--- config.mk ---
export PLATFORM = sky130hd
export DESIGN_NAME = out_packet_writer
export DESIGN_NICKNAME = d
export VERILOG_FILES = /design/src/rtl/out_packet_pkg.sv /design/src/rtl/out_packet_writer.sv
export SDC_FILE = /design/constraint.sdc
export NUM_CORES = 1
export LEC_CHECK = 0
export CAP_MARGIN = 20
export CORE_MARGIN = 2
export CORE_UTILIZATION = 40
export CTS_CLUSTER_SIZE = 25
export DETAILED_ROUTE_END_ITERATION = 8
export PLACE_DENSITY_LB_ADDON = 0.25
export SLEW_MARGIN = 20
export SYNTH_ARGS = -nofsm -noshare
export SYNTH_HDL_FRONTEND = slang
export SYNTH_SLANG_ARGS = --single-unit
--- constraint.sdc ---
create_clock -name clk_24576000_i -period 2.3 [get_ports clk_24576000_i]
set_input_delay 0.345 -clock clk_24576000_i [delete_from_list [all_inputs] [get_ports clk_24576000_i]]
set_output_delay 0.345 -clock clk_24576000_i [all_outputs]
set_load 0.03 [all_outputs]
--- src/rtl/out_packet_pkg.sv ---
// Shared definitions for the host-bound packet framer: FSM states, framing
// byte defaults and the packet type codes also used by the command parser and host software.
package out_packet_pkg;

  typedef enum logic [2:0] {
    IDLE,
    SYNC,
    TYPE,
    LEN,
    PAYLOAD,
    CSUM
  } state_t;

  localparam logic [7:0] SYNC_BYTE_DEFAULT = 8'h5A;
  localparam logic [7:0] PAD_BYTE_DEFAULT  = 8'h00;
  localparam int unsigned PAYLOAD_TIMEOUT_CLKS_DEFAULT = 1024;

  // Type codes agreed with the host software.
  localparam logic [7:0] PKT_TYPE_ACK    = 8'h10;
  localparam logic [7:0] PKT_TYPE_STATUS = 8'h22;
  localparam logic [7:0] PKT_TYPE_METER  = 8'h33;
  localparam logic [7:0] PKT_TYPE_ERROR  = 8'h44;

  // Byte that brings type + len + payload + csum to zero modulo 256.
  function automatic logic [7:0] csum_byte(input logic [7:0] sum);
    return ~sum + 8'd1;
  endfunction

endpackage

--- src/rtl/out_packet_writer.sv ---
// Frames packet requests into SYNC/TYPE/LEN/payload/CSUM bytes for the out FIFO,
// honouring full/almost-full and padding payloads that stall too long.
module out_packet_writer
  import out_packet_pkg::*;
#(
  parameter int unsigned PAYLOAD_TIMEOUT_CLKS = PAYLOAD_TIMEOUT_CLKS_DEFAULT,
  parameter logic [7:0]  SYNC_BYTE            = SYNC_BYTE_DEFAULT,
  parameter logic [7:0]  PAD_BYTE             = PAD_BYTE_DEFAULT
) (
  input  logic       clk_24576000_i,
  input  logic       reset_i,
  input  logic       req_valid_i,
  output logic       req_ready_o,
  input  logic [7:0] req_type_i,
  input  logic [7:0] req_len_i,
  input  logic       pl_valid_i,
  output logic       pl_ready_o,
  input  logic [7:0] pl_data_i,
  output logic       done_o,
  output logic       timeout_err_o,
  output logic       wr_out_fifo_clk_o,
  output logic       wr_out_fifo_en_o,
  output logic [7:0] wr_out_fifo_data_o,
  input  logic       wr_out_fifo_full_i,
  input  logic       wr_out_fifo_afull_i
);

  localparam int TW = $clog2(PAYLOAD_TIMEOUT_CLKS + 1);
  localparam logic [TW-1:0] TMO_LAST = TW'(PAYLOAD_TIMEOUT_CLKS - 1);

  state_t        state_reg, state_next;
  logic [7:0]    type_reg, len_reg, remain_reg, csum_reg;
  logic [TW-1:0] tmo_reg;
  logic          pad_reg, done_reg, tmo_err_reg, req_ready_reg;
  logic          wr_en, pl_ready, accept;
  logic [7:0]    wr_data;

  assign accept = req_valid_i & req_ready_reg & (state_reg == IDLE);

  always_comb begin
    state_next = state_reg;
    wr_en      = 1'b0;
    wr_data    = 8'h00;
    pl_ready   = 1'b0;
    case (state_reg)
      IDLE: if (accept) state_next = SYNC;
      SYNC: begin
        wr_en   = ~wr_out_fifo_full_i;
        wr_data = SYNC_BYTE;
        if (wr_en) state_next = TYPE;
      end
      TYPE: begin
        wr_en   = ~wr_out_fifo_full_i;
        wr_data = type_reg;
        if (wr_en) state_next = LEN;
      end
      LEN: begin
        wr_en   = ~wr_out_fifo_full_i;
        wr_data = len_reg;
        if (wr_en) state_next = (len_reg == 8'd0) ? CSUM : PAYLOAD;
      end
      PAYLOAD: begin
        if (pad_reg) begin
          wr_en   = ~wr_out_fifo_full_i;
          wr_data = PAD_BYTE;
        end else begin
          pl_ready = ~wr_out_fifo_full_i;
          wr_en    = pl_valid_i & pl_ready;
          wr_data  = pl_data_i;
        end
        if (wr_en && remain_reg == 8'd1) state_next = CSUM;
      end
      CSUM: begin
        wr_en   = ~wr_out_fifo_full_i;
        wr_data = csum_byte(csum_reg);
        if (wr_en) state_next = IDLE;
      end
      default: state_next = IDLE;
    endcase
    // A mid-packet reset must not leak a partial byte into the FIFO.
    if (reset_i) begin
      wr_en    = 1'b0;
      pl_ready = 1'b0;
    end
  end

  always_ff @(posedge clk_24576000_i) begin
    if (reset_i) begin
      state_reg     <= IDLE;
      type_reg      <= 8'h00;
      len_reg       <= 8'h00;
      remain_reg    <= 8'h00;
      csum_reg      <= 8'h00;
      tmo_reg       <= '0;
      pad_reg       <= 1'b0;
      done_reg      <= 1'b0;
      tmo_err_reg   <= 1'b0;
      req_ready_reg <= 1'b0;
    end else begin
      state_reg     <= state_next;
      req_ready_reg <= (state_next == IDLE) & ~wr_out_fifo_afull_i;
      done_reg      <= (state_reg == CSUM) & wr_en;
      tmo_err_reg   <= 1'b0;
      if (accept) begin
        type_reg   <= req_type_i;
        len_reg    <= req_len_i;
        remain_reg <= req_len_i;
        csum_reg   <= 8'h00;
        tmo_reg    <= '0;
        pad_reg    <= 1'b0;
      end
      if (wr_en && (state_reg inside {TYPE, LEN, PAYLOAD}))
        csum_reg <= csum_reg + wr_data;
      if (state_reg == PAYLOAD) begin
        if (wr_en) remain_reg <= remain_reg - 8'd1;
        if (!pad_reg) begin
          if (wr_en) begin
            tmo_reg <= '0;
          end else if (!pl_valid_i && !wr_out_fifo_full_i) begin
            tmo_reg <= tmo_reg + 1'b1;
            if (tmo_reg == TMO_LAST) begin
              pad_reg     <= 1'b1;
              tmo_err_reg <= 1'b1;
            end
          end
        end
      end
    end
  end

  assign req_ready_o        = req_ready_reg;
  assign pl_ready_o         = pl_ready;
  assign done_o             = done_reg;
  assign timeout_err_o      = tmo_err_reg;
  assign wr_out_fifo_clk_o  = clk_24576000_i;
  assign wr_out_fifo_en_o   = wr_en;
  assign wr_out_fifo_data_o = wr_data;

endmodule

=== Yosys cells after proc, flatten, opt, wreduce, memory -nomap -nowiden ===
Index checks and enable logic that the tools add are counted.

* Register bits after elaboration: 50
* Word-level logic and storage cells: 77

* Add/subtract/negate cells: 4
* Equal/unequal tests: 7
* Multiplexer cells: 34
* Bitwise gates (word level): 10
* Reductions and logical operators: 12

{| class="wikitable"
|+ Operators by type and width
! operator !! count
|-
| $mux 11 || 5
|-
| $mux 8 || 6
|-
| $pmux 8 s5 || 1
|-
| $mux 3 || 6
|-
| $pmux 3 s6 || 1
|-
| $mux 1 || 14
|-
| $add 11x1->11 const B || 1
|-
| $eq 11x10->1 const B || 1
|-
| $add 8x1->8 const B || 1
|-
| $add 8x8->8 || 1
|-
| $eq 8x1->1 const B || 1
|-
| $logic_not 8->1 || 1
|-
| $not 8->8 || 1
|-
| $sub 8x1->8 const B || 1
|-
| $eq 3x2->1 const B || 2
|-
| $eq 3x3->1 const B || 2
|-
| $logic_not 3->1 || 2
|-
| $and 1x1->1 || 5
|-
| $reduce_or 5->1 || 1
|-
| $not 1->1 || 4
|-
| $reduce_or 4->1 || 1
|-
| $eq 3x1->1 const B || 1
|-
| $logic_and 1x1->1 || 3
|-
| $reduce_bool 3->1 || 1
|-
| 3 further kinds || 4
|}

=== Depth between registers and ports, before layout ===
Gate-level depths: netlist (run 1).

* Depth after elaboration: 9
* Gate-level depth with buffers: 12
* Mapped depth without buffers: 12

==> flow_metrics.py, run 1 <==
metrics = {
    "global_routing": {
        "gr-total-overflow": 0,
        "grt_max_degree": 53,
        "grt.total_usage_pct": 20.6,
        "grt_first_pass_wirelength_um": 13800,
        "first_global_vias": 2882,
        "antenna_found_initial": 0,
    },
    "yosys": {
        "synth_cells": 364,
        "yosys_register_bits": 50,
        "yosysWarnings": 0,
        "synth_most_common_cell": "nand2_1",
        "ys_types": 65,
        "synth_area_per_cell_um2": 8.22,
        "synth_area_leaders": "dfxtp_1, a21oi_1, nand2_1",
        "netlist_top_cells_count": "nand2_1, dfxtp_1, a21oi_1, nor2_1, o21ai_0",
        "synth_top_area_cell": "dfxtp_1",
        "ys.flop_type": "dfxtp_1",
        "synth_top_area_share_pct": 33.5,
        "syn_area_um2": 2990,
        "async_reset_ff_share_pct": 0,
        "synth_edf_count": 0,
        "seq_area_frac_synth_pct": 33.5,
        "synth_fp_nets": 406,
    },
    "worst_setup_path": {
        "worstSetupPathType": "flop to flop",
        "regToRegEndpoint": "csum_reg[7]$_SDFFE_PP0P_",
        "cp_common_cell": "nor3_2",
        "endpoint": "csum_reg[7]$_SDFFE_PP0P_",
        "crit_path_start_kind": "flop",
        "cp_cell_sequence": "or3_4 -> nor3_2 -> xor2_1 -> o221ai_2 -> ha_1 -> o21a_1 -> o21ai_1 -> nor3_2 -> o31ai_2",
        "r2r_cells": 9,
        "crit_slowest_cell": "dfxtp_4",
        "cp.required_ns": 2.64,
        "r2r-start": "csum_reg[2]$_SDFFE_PP0P_",
        "end_kind": "flop",
        "arrival_ns": 2.82,
        "rrSetupSlack_ns": -0.18,
        "cp-startpoint": "csum_reg[2]$_SDFFE_PP0P_",
        "cpPeakStageDelay_ns": 0.40,
        "path_max_fanout": 6,
    },
    "timing": {
        "finalWorstSetupSlack_ns": -0.180,
        "tightest_slew_ns": 0.590,
        "period_needed_ns": 2.48,
        "fin_skew_ns": 0.0236,
        "maxClockFrequency_ghz": 0.403,
        "slew_headroom_pct": 60.7,
        "holdWs_ns": 0.455,
        "slew_violations": 0,
        "hold_viol_final": 0,
        "setup_viol": 5,
        "rsz0062_at_grt": "yes",
        "fin_crit_sh_pct": 108,
    },
    "detailed_routing": {
        "drtIter0Drc": 143,
        "vias": 3012,
        "wire_per_inst_um": 14.9,
        "ant_nets": 0,
        "wl_um": 8300,
        "drc": 0,
        "vias_per_cell": 5.41,
        "firstDrtPassIters": 4,
    },
    "place": {
        "place_congestion": 0.936,
        "portBuffers": 43,
        "dpl.hpwl_um": 6070,
        "dp.cells": 539,
        "placed_cell_area_um2": 3880,
    },
    "layout": {
        "num_antenna_cells": 0,
        "nNetsFinal": 499,
        "layout-drive-gt1-share_pct": 30.3,
        "seq_area_um2": 1020,
        "multi_input_area_um2": 2040,
        "fill_cells": 672,
        "final_area_um2": 4230,
        "largest_reg_flops": 11,
        "syn_to_final_growth_pct": 41.5,
        "instances_no_fill": 557,
    },
    "outcome": {
        "status": "finished, violations left",
        "violations": "setup timing",
    },
    "floorplan": {
        "die_h_um": 90.5,
        "dieWidth_um": 90.5,
        "initial_core_util_pct": 41.2,
        "core_um2": 7250,
        "io_pins": 44,
        "core.rowCount": 31,
        "die_area_um2": 8180,
    },
    "power_and_ir_drop": {
        "internal_power_mw": 1.48,
        "p_per_area_nw_per_um2": 479,
        "seq_power_share_pct": 44.3,
        "p_sw_mw": 0.545,
        "switching_share_pct": 26.9,
        "power.share.clock_pct": 42.0,
        "comb_power_share_pct": 13.7,
        "ir_drop_v": 0.000465,
        "p_total_mw": 2.03,
        "power.leakage_nw": 1.64,
    },
    "cts": {
        "clkTransAtPathRegs_ns": 0.11,
        "cts_tree": "built",
        "clk_latency_ns": 0.43,
    },
    "flow_run": {
        "maxCapViolations": 0,
    },
    "worst_hold_path": {
        "hp-class": "input pin to flop",
    },
}
-- worst max-delay path: cells and delay by family, from the launching register on --
kind	cells	cell delay [ns]
compound gates	4	0.80
xor+xnor	1	0.27
fa+ha+maj	1	0.35
flops	1	0.40
simple gates	3	0.59
-- power groups by stage --
stage | combinational, mW | clock [mW] | sequential, mW
floorplan | 0.151 | 0.0651 | 0.916
global placement | 0.260 | 0.0724 | 0.920
detailed placement | 0.263 | 0.0724 | 0.920
CTS | 0.268 | 0.873 | 0.899
global route | 0.298 | 0.905 | 0.901
finish | 0.277 | 0.851 | 0.898
-- logic make-up after synthesis --
group | synth area share (%)
AND/OR/NAND/NOR | 25.1
AO/OA/AOI/OAI | 23.8
flip-flops | 33.5
buffers and inverters | 4.56
XOR/XNOR | 4.10
adder cells (fa/ha/maj) | 5.27
multiplexers | 3.68
-- through the flow --
step / setup TNS, ns / setup slack [ns] / util, %
3_3_place_gp: -0.850 / -0.220 / 53.5
2_1_floorplan: -0.268 / -0.112 / -
4_1_cts: -0.378 / -0.119 / 56.7
5_1_grt: -0.773 / -0.233 / 58.4
3_5_place_dp: -0.954 / -0.304 / 53.5
6_report: -0.330 / -0.180 / 58.4
-- layer usage --
layer  global-route usage [%]  up-vias  routed length [um]
li1                         -     1511                   -
met1                     27.2     1421                3900
met2                     33.0       69                3840
met3                     3.67       11                 416
met4                     8.72        0                 147
met5                        0        -                   0
-- layout make-up --
cell class	count	share of cell area, %
multi-input combinational	289	48.2
sequential	50	24.0
timing repair buffer	101	20.3
tap	99	2.93
clock buffer	9	2.90
clock inverter	3	1.03
inverter	6	0.591
-- worst min-delay path by stage --
stage	start	end	slack (ns)	depth (start not counted)
CTS	req_type_i[6]	type_reg[6]$_SDFFE_PP0P_	0.45	3
finish	req_type_i[6]	type_reg[6]$_SDFFE_PP0P_	0.46	3
detailed placement	type_reg[2]$_SDFFE_PP0P_	type_reg[2]$_SDFFE_PP0P_	0.45	2
global placement	tmo_reg[10]$_SDFF_PP0_	tmo_reg[10]$_SDFF_PP0_	0.44	2
floorplan	wr_out_fifo_afull_i	req_ready_o$_SDFF_PP0_	0.42	1
global route	req_type_i[3]	type_reg[3]$_SDFFE_PP0P_	0.46	3
-- placed cells by master (no fill, tap or decap), types with 3 or more instances in the layout --
cell and n:
ha_1 7, o21ai_1 12, nor2b_1 4, a31oi_1 7, and2_1 6, a21o_1 4, clkbuf_8 8, nor4_1 5
buf_6 8, o21ai_0 6, xnor2_1 6, dfxtp_4 3, o21a_1 4, buf_4 60, nor3_1 7, nand3_1 11
nand4b_1 5, clkdlybuf4s50_1 31, nor2_1 21, o21ai_2 4, nand2b_1 3, o211ai_1 6, a21oi_1 38, ha_4 3
nand2_1 53, mux2i_1 5, inv_1 4, dfxtp_2 4, dfxtp_1 43, nor2_2 3, a21oi_2 5, xor2_1 6
-- what timing repair did --
action / in CTS / in global routing
hold endpoints to repair: 0 / 0
setup endpoints to repair: 13 / 13
buffers inserted: 2 / 5
resized for setup: 24 / 24
hold buffers: 0 / 0
pin swaps: 7 / 14
Note: power is estimated with default switching activity, not from simulation.
==> run 2: changes to the inputs <==
- CAP_MARGIN: 20 -> 30
- CORE_ASPECT_RATIO: unset -> 0.9
==> flow_metrics.py, run 2 (synthesized netlist as in run 1, its figures left out) <==
metrics = {
    "timing": {
        "slew_violations": 0,
        "setup_viol": 4,
        "maxClockFrequency_ghz": 0.412,
        "tightest_slew_ns": 0.569,
        "holdWs_ns": 0.456,
        "fin_crit_sh_pct": 106,
        "finalWorstSetupSlack_ns": -0.128,
        "fin_skew_ns": 0.0101,
        "hold_viol_final": 0,
        "rsz0062_at_grt": "yes",
        "slew_headroom_pct": 62.1,
        "finalSetupTns_ns": -0.270,
        "period_needed_ns": 2.43,
    },
    "place": {
        "dpl.hpwl_um": 6240,
        "portBuffers": 43,
        "pre_cts_ws_ns": -0.278,
        "placed_cell_area_um2": 3850,
        "place_congestion": 0.917,
    },
    "detailed_routing": {
        "wire_per_inst_um": 15.7,
        "ant_nets": 0,
        "vias": 3004,
        "drtIter0Drc": 143,
        "vias_per_cell": 5.53,
        "firstDrtPassIters": 4,
        "wl_um": 8520,
        "drc": 0,
    },
    "floorplan": {
        "die_h_um": 86.0,
        "core.rowCount": 29,
        "core_um2": 7150,
        "initial_core_util_pct": 41.8,
        "io_pins": 44,
        "dieWidth_um": 95.1,
        "die_area_um2": 8180,
    },
    "power_and_ir_drop": {
        "p_total_mw": 2.01,
        "ir_drop_v": 0.000443,
        "power.leakage_nw": 1.57,
        "p_per_area_nw_per_um2": 494,
    },
    "layout": {
        "final_cell_mix": "buf_4, nand2_1, dfxtp_1, a21oi_1, clkdlybuf4s50_1",
        "fill_cells": 658,
        "seq_area_um2": 1020,
        "num_antenna_cells": 0,
        "final_common_cell": "buf_4",
        "layout-drive-gt1-share_pct": 26.7,
        "multi_input_area_um2": 1980,
        "largest_reg_flops": 11,
        "syn_to_final_growth_pct": 36.4,
        "nNetsFinal": 491,
        "final_area_um2": 4080,
    },
    "outcome": {
        "violations": "setup timing",
        "status": "finished, violations left",
    },
    "worst_setup_path": {
        "rrSetupSlack_ns": -0.13,
        "path_max_fanout": 4,
        "crit_path_start_kind": "flop",
        "end_kind": "flop",
        "worstSetupPathType": "flop to flop",
        "cp.required_ns": 2.64,
        "arrival_ns": 2.77,
    },
    "cts": {
        "cts_tree": "built",
        "cts_hold_buffers": 0,
        "clk_latency_ns": 0.42,
        "clkTransAtPathRegs_ns": 0.10,
    },
    "global_routing": {
        "grt.total_usage_pct": 21.2,
        "antenna_found_initial": 0,
        "first_global_vias": 2767,
        "gr-total-overflow": 0,
        "grt_first_pass_wirelength_um": 13500,
        "grt_max_degree": 53,
    },
    "worst_hold_path": {
        "hp-class": "input pin to flop",
    },
    "flow_run": {
        "maxCapViolations": 0,
    },
}
==> run 2: changes by cell type in the layout (fill, tap and decap cells not counted), moves of 2 or more <==
| cell | previous run | this run |
|---|---|---|
| a21oi_1 | 38 | 40 |
| dfxtp_4 | 3 | 5 |
| dfxtp_1 | 43 | 45 |
| buf_6 | 8 | 1 |
| dfxtp_2 | 4 | 0 |
==> run 2: per-layer routing <==
| layer | global-route usage, % | wire length (um) | vias to the layer above |
|---|---|---|---|
| met2 | 33.5 | 3900 | 71 |
| met1 | 28.9 | 4090 | 1427 |
| met3 | 4.48 | 409 | 12 |
| met5 | 0 | 0 | - |
| li1 | - | - | 1494 |
| met4 | 6.32 | 124 | 0 |
==> run 2: path summary, 6_finish.rpt <==
path | startpoint | end | cells past startpoint
worst max register to register | csum_reg[0]$_SDFFE_PP0P_ | csum_reg[7]$_SDFFE_PP0P_ | 9
worst min-delay path | req_type_i[7] | type_reg[7]$_SDFFE_PP0P_ | 3
worst max-delay path | csum_reg[0]$_SDFFE_PP0P_ | csum_reg[7]$_SDFFE_PP0P_ | 9
worst min register to register | type_reg[6]$_SDFFE_PP0P_ | type_reg[6]$_SDFFE_PP0P_ | 2
==> run 2: repair_timing <==
item                                    in CTS  in global routing
endpoints found under the hold margin        0                  0
endpoints found under the setup margin      13                 13
pin swaps                                    5                 10
buffers inserted                             1                  1
gates resized for setup                     14                 15
cloned                                       0                  0
==> run 2: cell type report <==
class / instances / area share [%]
multi-input cells: 289 / 48.5
clock inverters: 3 / 1.07
flip-flops and latches: 50 / 25.0
repair buffers: 93 / 19.0
clock buffers: 9 / 2.91
inverters: 6 / 0.675
well taps: 93 / 2.85
==> run 2: critical path: stages, from the launching register on <==
cell	delay, ns
dfxtp_4	0.37
or3_1	0.42
xor2_1	0.17
a221o_2	0.38
ha_4	0.28
o211ai_1	0.11
o211ai_1	0.20
o21ai_1	0.12
o21a_1	0.13
o31ai_2	0.17
==> run 2: power by group <==
group	switching [mW]	internal, mW	leakage (nW)
combinational	0.138	0.129	1.07
sequential	0.0176	0.880	0.408
clock	0.395	0.454	0.0854
==> run 2: through the flow <==
step	utilization, %	instances
after global placement	53.9	530
after CTS	56.5	542
after global routing	57.1	543
final	57.1	543
after detailed placement	53.9	530
after floorplan	-	364
